--- config.mk ---
export PLATFORM = sky130hd
export DESIGN_NAME = sipo_deser
export DESIGN_NICKNAME = d
export VERILOG_FILES = /design/src/rtl/sipo_deser.sv
export SDC_FILE = /design/constraint.sdc
export NUM_CORES = 1
export LEC_CHECK = 0
export ABC_CLOCK_PERIOD_IN_PS = 1550
export CAP_MARGIN = 20
export CORE_MARGIN = 3
export CORE_UTILIZATION = 25
export CTS_BUF_LIST = sky130_fd_sc_hd__clkbuf_8
export DETAILED_ROUTE_END_ITERATION = 10
export HOLD_SLACK_MARGIN = 0.12
export SLEW_MARGIN = 25
export SYNTH_ARGS = -nofsm -noshare
export SYNTH_HDL_FRONTEND = slang
export SYNTH_SLANG_ARGS = --single-unit
--- constraint.sdc ---
create_clock -name clk -period 1.55 [get_ports clk]
set_clock_uncertainty 0.2 [all_clocks]
set_input_delay 0.31 -clock clk [delete_from_list [all_inputs] [get_ports clk]]
set_output_delay 0.31 -clock clk [all_outputs]
set_load 0.005 [all_outputs]
--- src/rtl/sipo_deser.sv ---
// Serial-in/parallel-out deserializer with a one-word valid/ready holding stage and sticky overrun.
// Define SIPO_PARITY_EN to append an even-parity bit to every frame and expose parity_err.
module sipo_deser #(
    parameter int unsigned WIDTH     = 4,
    parameter int unsigned MSB_FIRST = 1
) (
    input  logic                       clk,
    input  logic                       rst,
    input  logic                       serial_in,
    input  logic                       serial_valid,
    input  logic                       sync,
    output logic [WIDTH-1:0]           word_out,
    output logic                       word_valid,
    input  logic                       word_ready,
    output logic [$clog2(WIDTH+1)-1:0] bit_cnt,
    output logic                       overrun,
`ifdef SIPO_PARITY_EN
    output logic                       parity_err,
`endif
    input  logic                       overrun_clr
);

    localparam int unsigned CNT_W = $clog2(WIDTH + 1);
`ifdef SIPO_PARITY_EN
    localparam int unsigned FRAME = WIDTH + 1;
`else
    localparam int unsigned FRAME = WIDTH;
`endif
    localparam logic [CNT_W-1:0] LAST_IDX = CNT_W'(FRAME - 1);

    logic [WIDTH-1:0] sreg;
    logic [WIDTH-1:0] sreg_shift_c;
    logic [WIDTH-1:0] sreg_fresh_c;
    logic [WIDTH-1:0] word_c;
    logic             complete_c;
    logic             load_c;
    logic             drop_c;
`ifdef SIPO_PARITY_EN
    logic             par_acc;
    logic             perr_c;
`endif

    // Shift/assembly datapath and output-stage decisions
    always_comb begin
        sreg_shift_c = sreg;
        sreg_fresh_c = '0;
        if (MSB_FIRST != 0) begin
            sreg_shift_c = {sreg[WIDTH-2:0], serial_in};
            sreg_fresh_c = {{(WIDTH-1){1'b0}}, serial_in};
        end else begin
            sreg_shift_c = {serial_in, sreg[WIDTH-1:1]};
            sreg_fresh_c = {serial_in, {(WIDTH-1){1'b0}}};
        end

        complete_c = serial_valid && !sync && (bit_cnt == LAST_IDX);
`ifdef SIPO_PARITY_EN
        // The parity bit completes the frame but never enters the data word
        word_c = sreg;
        perr_c = par_acc ^ serial_in;
`else
        word_c = sreg_shift_c;
`endif
        load_c = complete_c && (!word_valid || word_ready);
        drop_c = complete_c && word_valid && !word_ready;
    end

    always_ff @(posedge clk) begin
        if (rst) begin
            sreg       <= '0;
            bit_cnt    <= '0;
            word_out   <= '0;
            word_valid <= 1'b0;
            overrun    <= 1'b0;
`ifdef SIPO_PARITY_EN
            par_acc    <= 1'b0;
            parity_err <= 1'b0;
`endif
        end else begin
            // Serial capture; sync restarts the frame, with or without a bit
            if (serial_valid) begin
                if (sync) begin
                    sreg    <= sreg_fresh_c;
                    bit_cnt <= CNT_W'(1);
`ifdef SIPO_PARITY_EN
                    par_acc <= serial_in;
`endif
                end else if (complete_c) begin
                    sreg    <= '0;
                    bit_cnt <= '0;
`ifdef SIPO_PARITY_EN
                    par_acc <= 1'b0;
`endif
                end else begin
                    sreg    <= sreg_shift_c;
                    bit_cnt <= bit_cnt + CNT_W'(1);
`ifdef SIPO_PARITY_EN
                    par_acc <= par_acc ^ serial_in;
`endif
                end
            end else if (sync) begin
                sreg    <= '0;
                bit_cnt <= '0;
`ifdef SIPO_PARITY_EN
                par_acc <= 1'b0;
`endif
            end

            // Holding register: reload in the consume cycle without a bubble
            if (load_c) begin
                word_out   <= word_c;
                word_valid <= 1'b1;
`ifdef SIPO_PARITY_EN
                parity_err <= perr_c;
`endif
            end else if (word_valid && word_ready) begin
                word_valid <= 1'b0;
            end

            if (drop_c) begin
                overrun <= 1'b1;
            end else if (overrun_clr) begin
                overrun <= 1'b0;
            end
        end
    end

endmodule

# Yosys cells after proc, flatten, opt, wreduce, memory -nomap -nowiden
# Cells that the tools add are included.
# totals
ff_bits,12
inputBits,7
elab_cells,32
out_inout_bits,9
# classes
addsub,1
n_mux,12
n_reduce_logical,13
n_eq_ne,1
# ops
cell,n
$mux W3,8
$logic_and A1 B1 Y1,6
$reduce_bool A2 Y1,3
$mux W1,4
$add A3 B1 Y3 const B,1
$eq A3 B2 Y1 const B,1
$logic_not A1 Y1,3
$logic_or A1 B1 Y1,1

# Logic depth before layout (Yosys ltp)
# Gate-level depths: netlist of the first run.
# depth
depth_word,6
depth_mapped,5
mapped_depth_nobuf,4

# Least setup slack after synthesis of the first run
# No wires, ideal clock.
# synth_path
path_type,register to register
from,register bit_cnt[0]
to,register word_out[0]
synth_period_minus_slack_ns,1.390
setup_time_ns,0.072
slack_ns,0.160
required_ns,1.278
path_buffers,1
path_stages_with_launch,6
arrival_ns,1.118
path_cell_list,dfxtp_1 ha_1 nand4bb_4 nor2b_2 buf_6 mux2i_1
# synth_between
elab_chain_cells,3
# synth_lines
item,line_no,text
from (decl),15,"output logic [$clog2(WIDTH+1)-1:0] bit_cnt,"
from (signal assigned),95,bit_cnt <= bit_cnt + CNT_W'(1);
$eq A3 B2 Y1,55,complete_c = serial_valid && !sync && (bit_cnt == LAST_IDX);
$logic_and A1 B1 Y1,55,
$logic_and A1 B1 Y1,63,load_c = complete_c && (!word_valid || word_ready);
to (signal assigned),110,word_out <= word_c;
to (decl),12,"output logic [WIDTH-1:0] word_out,"
# No other way between the ends.
# A chain may end at the register's enable or synchronous reset.

# Worst setup path in the final report of the first run
# layout_path
from,input port sync
to,register word_out[2]
# layout_between
elab_chain_cells,4
# layout_lines
item,line_no,text
from (decl),11,"input logic sync,"
$logic_not A1 Y1,55,
$logic_and A1 B1 Y1 (2 in a row),55,
$logic_and A1 B1 Y1,63,
# No other way between the ends.

==> run summary, run 1 <==
ranking of synthesized cells by area: dfxtp_1 (43%), nand2b_1 (12%), mux2i_1 (7.2%)
Distinct cells, synth: 20
R2R cell count: 4
CTS tree: done
status: finished, final reports clean
Root Buffer: clkbuf_8
area of the multi-input gates: 282.8 um2
global route overflow: 0
Starting Density: 0.2727
Seq/Total Area, Yosys: 0.4315
PwrDens: 821.6 mW/mm2
cell taking the most area after synthesis: dfxtp_1
nets@finish: 89
Worst IR Drop VDD: 0.5555 mV
largest net degree at the start of global routing: 14
first-pass GRT wire length: 1780 um
antenna-violating nets left: 0
non-filler cells, final: 106
Fill cells: 223
1st-pass router iterations: 3
leak pwr: 0.3232 nW
setup bufs post-CTS: 0
r2r setup slk: 0.13 ns
final WL: 1120 um
initial antenna violation count: 0
worst path required time: 1.52 ns
routed vias/inst: 4.434
Hold WC Path Type: reg2reg
crit path max fanout: 4
Core Area: 0.002042 mm2
CTS Buf Count: 3
Total Power: 656.9 uW
reg2reg start: bit_cnt[0]
Slew Viols, Final: 0
fraction of layout cells with a size suffix above 1: 0.1772
Period Utilization, post-route: 0.9169
crit start category: input port
critical-path cell list: clkdlybuf4s50_1 > nand4bb_4 > nor2b_4 > mux2i_1
post-route cell area: 799.5 um2
dpl hpwl: 817.4 um
fin crit period: 1.421 ns
# DRC: 0
Layout Area Growth over Synthesis: 43.60%
number of global-route vias before repair: 418
Syn Inst Count: 58
initial DRC count: 5
width of the die: 53.19 um
worst hold slack: 0.2499 ns
CP peak stage delay: 0.42 ns
# rows: 16
CTS sink cnt: 12
top-area cell type share of the netlist area: 0.4315
RSZ-0062 raised after global routing: no
clock latency on the worst-skew pair: 0.24 ns
final setup vio count: 0
crit path from: sync
CP max stage cell: clkdlybuf4s50_1
antenna cells: 0
DR WL/cell: 10.57 um
Worst setup EP type: register
Mapped Avg Cell Area: 9.600 um2
sequential cell area: 242.7 um2
Syn. warnings: 0
Die H: 53.19 um
dpl cell area: 762.0 um2
worst endpoint data arrival time: 1.39 ns
Mapped Nets: 66
via count: 470
number of synthesized register bits: 12
final core utilization: 0.3915
area of the die: 0.002829 mm2
achievable frequency: 703.6 MHz
CTS H-tree depth: 1
I/O pin total: 16
Rel. slew slack: 0.7701
Setup crit end: word_out[2]
dpl cells: 103
port bufs: 15
Hold Violations, Final: 0
Max-cap violations: 0
clock tree buffer depth: 2
RePlAce Congestion: 0.7050
clock-pin transition on the worst setup and hold timing paths: 0.05 ns
Post-Syn Area: 556.8 um2
Tot GR Track Use: 0.08952
Reg-to-Reg End: word_out[2]
worst slew pin tran: 0.3438 ns
Setup CP Type: in2reg
[layout by cell type (no fill, tap or decap), drive strengths merged]
cell type / n
dfxtp: 12
nand2b: 11
dlygate4sd2: 9
buf: 7
clkdlybuf4s50: 6
nor2b: 5
mux2i: 4
nor3: 4
a31oi: 3
a21oi: 3
nand2: 3
clkbuf: 3
inv: 2
nand4bb: 1
nor2: 1
nand3b: 1
o21ai: 1
o22ai: 1
o211ai: 1
ha: 1
[metrics by stage]
step	setup WS [ns]	setup TNS [ns]
finish	0.1287	0
global route	0.04673	0
CTS	0.03921	0
detailed placement	-0.1928	-0.9166
global placement	-0.1736	-0.8903
floorplan	0.1600	0
[state kept, by name (all words and copies together) (netlist names)]
signal      count
bit_cnt         3
overrun         1
sreg            3
word_out        4
word_valid      1
[kinds of logic (layout without fill, tap and decap cells)]
group	count (synthesis)	after routing	synth area share
mux	4	4	0.07191
fa+ha+maj	1	1	0.02247
buf+inv	6	27	0.06965
simple gates	26	26	0.3101
flops	12	12	0.4315
compound gates	9	9	0.09438
[power breakdown]
part           switching (mW)  internal (mW)
clock network           0.110          0.171
logic                  0.0232         0.0353
registers             0.00362          0.314
total                   0.137          0.520
[layout make-up]
cell class,count,area share
repair buffers,22,0.2394
multi-input cells,40,0.3537
well taps,27,0.04225
inverters,2,0.009390
flip-flops and latches,12,0.3036
clock buffers,3,0.05164
[layer usage]
metal	vias up	GRT usage	wire length [um]
li1	239	-	-
met3	5	0.04507	72
met4	0	0.05106	21
met5	-	0	0
met1	214	0.08935	536
met2	12	0.1488	490
[synthesized netlist by cell type]
cell,number
nor2b_2,1
nand3b_1,1
nand2_1,3
a31oi_1,3
nor3_1,4
a21oi_1,3
o21ai_1,1
dfxtp_1,12
ha_1,1
o211ai_1,1
nor2_1,1
mux2i_1,4
buf_6,2
nand2b_1,11
clkbuf_1,1
nor2b_1,4
buf_2,1
nand4bb_4,1
o22ai_1,1
inv_1,2
[worst min-delay path by stage]
stage | start | end | slack [ns] | cells past startpoint
floorplan | sreg[0] | sreg[0] | 0.25 | 2
global placement | bit_cnt[2] | bit_cnt[2] | 0.26 | 2
detailed placement | bit_cnt[2] | bit_cnt[2] | 0.26 | 2
CTS | bit_cnt[2] | bit_cnt[2] | 0.25 | 2
global route | bit_cnt[2] | bit_cnt[2] | 0.28 | 2
finish | bit_cnt[2] | bit_cnt[2] | 0.25 | 2
[critical path: cells and delay by family]
| family | cells | cell delay [ns] |
|---|---|---|
| muxes | 1 | 0.21 |
| and+or+nand+nor | 2 | 0.45 |
| buffers and inverters | 1 | 0.42 |
[what timing repair did]
item / 4_1_cts / 5_1_grt
gates resized for setup: 11 / 1
endpoints found under the setup margin: 11 / 2
cloned: 0 / 0
hold endpoints to repair: 0 / 0
hold buffers: 0 / 0
Note: power is estimated with default switching activity, not from simulation.
==> run 2: changes to the inputs <==
--- a/config.mk
+++ b/config.mk
@@ -12,6 +12,7 @@
 export CTS_BUF_LIST = sky130_fd_sc_hd__clkbuf_8
 export DETAILED_ROUTE_END_ITERATION = 10
 export HOLD_SLACK_MARGIN = 0.12
+export SETUP_SLACK_MARGIN = 0.05
 export SLEW_MARGIN = 25
 export SYNTH_ARGS = -nofsm -noshare
 export SYNTH_HDL_FRONTEND = slang
==> run 2 against run 1 <==
Flip-flop and latch count is the same. Total power is essentially flat. Clock-buffer cell count is the same. Sequential share of layout area shrank 0.095 points. Wire length is essentially flat. Largest cell class unchanged. Largest power group unchanged.
==> run summary, run 2 (synthesis results as in run 1) <==
reg2reg start: bit_cnt[0]
CTS Buf Count: 3
Period Utilization, post-route: 0.9169
CTS tree: done
Slew Viols, Final: 0
dpl cells: 103
clock latency on the worst-skew pair: 0.24 ns
antenna-violating nets left: 0
Hold Violations, Final: 0
worst endpoint data arrival time: 1.39 ns
fraction of layout cells with a size suffix above 1: 0.1899
most common cell after layout, fill and taps aside: nand2b_1
# rows: 16
initial antenna violation count: 0
CTS sink cnt: 12
via count: 470
RSZ-0062 raised after global routing: no
crit path from: sync
Fill cells: 222
Worst IR Drop VDD: 0.5554 mV
non-filler cells, final: 106
global route overflow: 0
width of the die: 53.19 um
Rel. slew slack: 0.7700
status: finished, final reports clean
routed vias/inst: 4.434
crit path max fanout: 4
Layout Area Growth over Synthesis: 44.04%
top flop regs: word_out: 4 flops, bit_cnt: 3 flops, sreg: 3 flops
worst slew pin tran: 0.3439 ns
Largest Register: word_out
setup bufs post-CTS: 0
Reg-to-Reg End: word_out[2]
worst hold slack: 0.2499 ns
worst hold start: bit_cnt[2]
max FFs per register: 4
dpl hpwl: 817.4 um
area of the die: 0.002829 mm2
number of global-route vias before repair: 430
Starting Density: 0.2727
Worst setup EP type: register
worst path required time: 1.52 ns
# DRC: 0
dpl cell area: 762.0 um2
Total Power: 657.2 uW
nets@finish: 89
setup ws final: 0.1287 ns
PwrDens: 819.4 mW/mm2
crit start category: input port
clock-pin transition on the worst setup and hold timing paths: 0.05 ns
final setup vio count: 0
antenna cells: 0
RePlAce Congestion: 0.7050
Hold Crit Endpoint: bit_cnt[2]
first-pass GRT wire length: 1814 um
Setup CP Type: in2reg
Hold WC Path Type: reg2reg
Max-cap violations: 0
R2R cell count: 4
hold path depth: 2
achievable frequency: 703.6 MHz
Core Area: 0.002042 mm2
most frequent cells in the layout: nand2b_1 (11), dfxtp_1 (10), dlygate4sd2_1 (9)
clock tree buffer depth: 2
r2r setup slk: 0.16 ns
dpl ws: -0.1928 ns
fin crit period: 1.421 ns
largest net degree at the start of global routing: 14
Root Buffer: clkbuf_8
DR WL/cell: 10.58 um
Tot GR Track Use: 0.09128
post-route cell area: 802.0 um2
initial DRC count: 5
final WL: 1121 um
port bufs: 15
Die H: 53.19 um
1st-pass router iterations: 3
leak pwr: 0.3206 nW
CTS H-tree depth: 1
I/O pin total: 16
## run 2: cell counts in the layout (fill, tap and decap cells not counted)
No cell type changed its count.
## run 2: critical path, stage by stage
cell	delay [ns]
clkdlybuf4s50_1	0.42
nand4bb_4	0.25
nor2b_4	0.20
mux2i_1	0.21
## run 2: per-layer routing
| metal | global-route usage | vias up | part of all wire |
|---|---|---|---|
| met5 | 0 | - | 0 |
| met4 | 0.05106 | 0 | 0.019 |
| met3 | 0.04507 | 5 | 0.064 |
| met2 | 0.1570 | 12 | 0.44 |
| met1 | 0.08763 | 214 | 0.48 |
| li1 | - | 239 | - |
## run 2: repair_timing
action,in CTS,in global routing
hold endpoints to repair,0,0
setup endpoints to repair,13,1
gates resized for setup,12,1
hold buffers,0,0
## run 2: layout make-up
type,count,area [um2],area share
sequential,12,242.7,0.3027
inverter,2,7.507,0.009360
clock buffer,3,41.29,0.05148
timing repair buffer,22,191.4,0.2387
tap,27,33.78,0.04212
multi-input combinational,40,285.3,0.3557
## run 2: report_power, final
part           internal (mW)  switching, mW
logic                 0.0355         0.0232
registers              0.314        0.00373
clock network          0.171          0.110
total                  0.520          0.137
## run 2: how the worst max path moves through the flow
stage                  end  slack, ns  cells after the start
6_report       word_out[2]       0.13                      4
2_1_floorplan  word_out[0]       0.16                      5
4_1_cts        word_out[2]       0.11                      4
3_3_place_gp   word_out[1]      -0.17                      4
3_5_place_dp   word_out[3]      -0.19                      4
5_1_grt        word_out[3]       0.07                      4
## run 2: through the flow
| step | util | setup TNS (ns) |
|---|---|---|
| floorplan | - | 0 |
| global placement | 0.3732 | -0.8903 |
| detailed placement | 0.3732 | -0.9166 |
| CTS | 0.3915 | 0 |
| global route | 0.3928 | 0 |
| finish | 0.3928 | 0 |
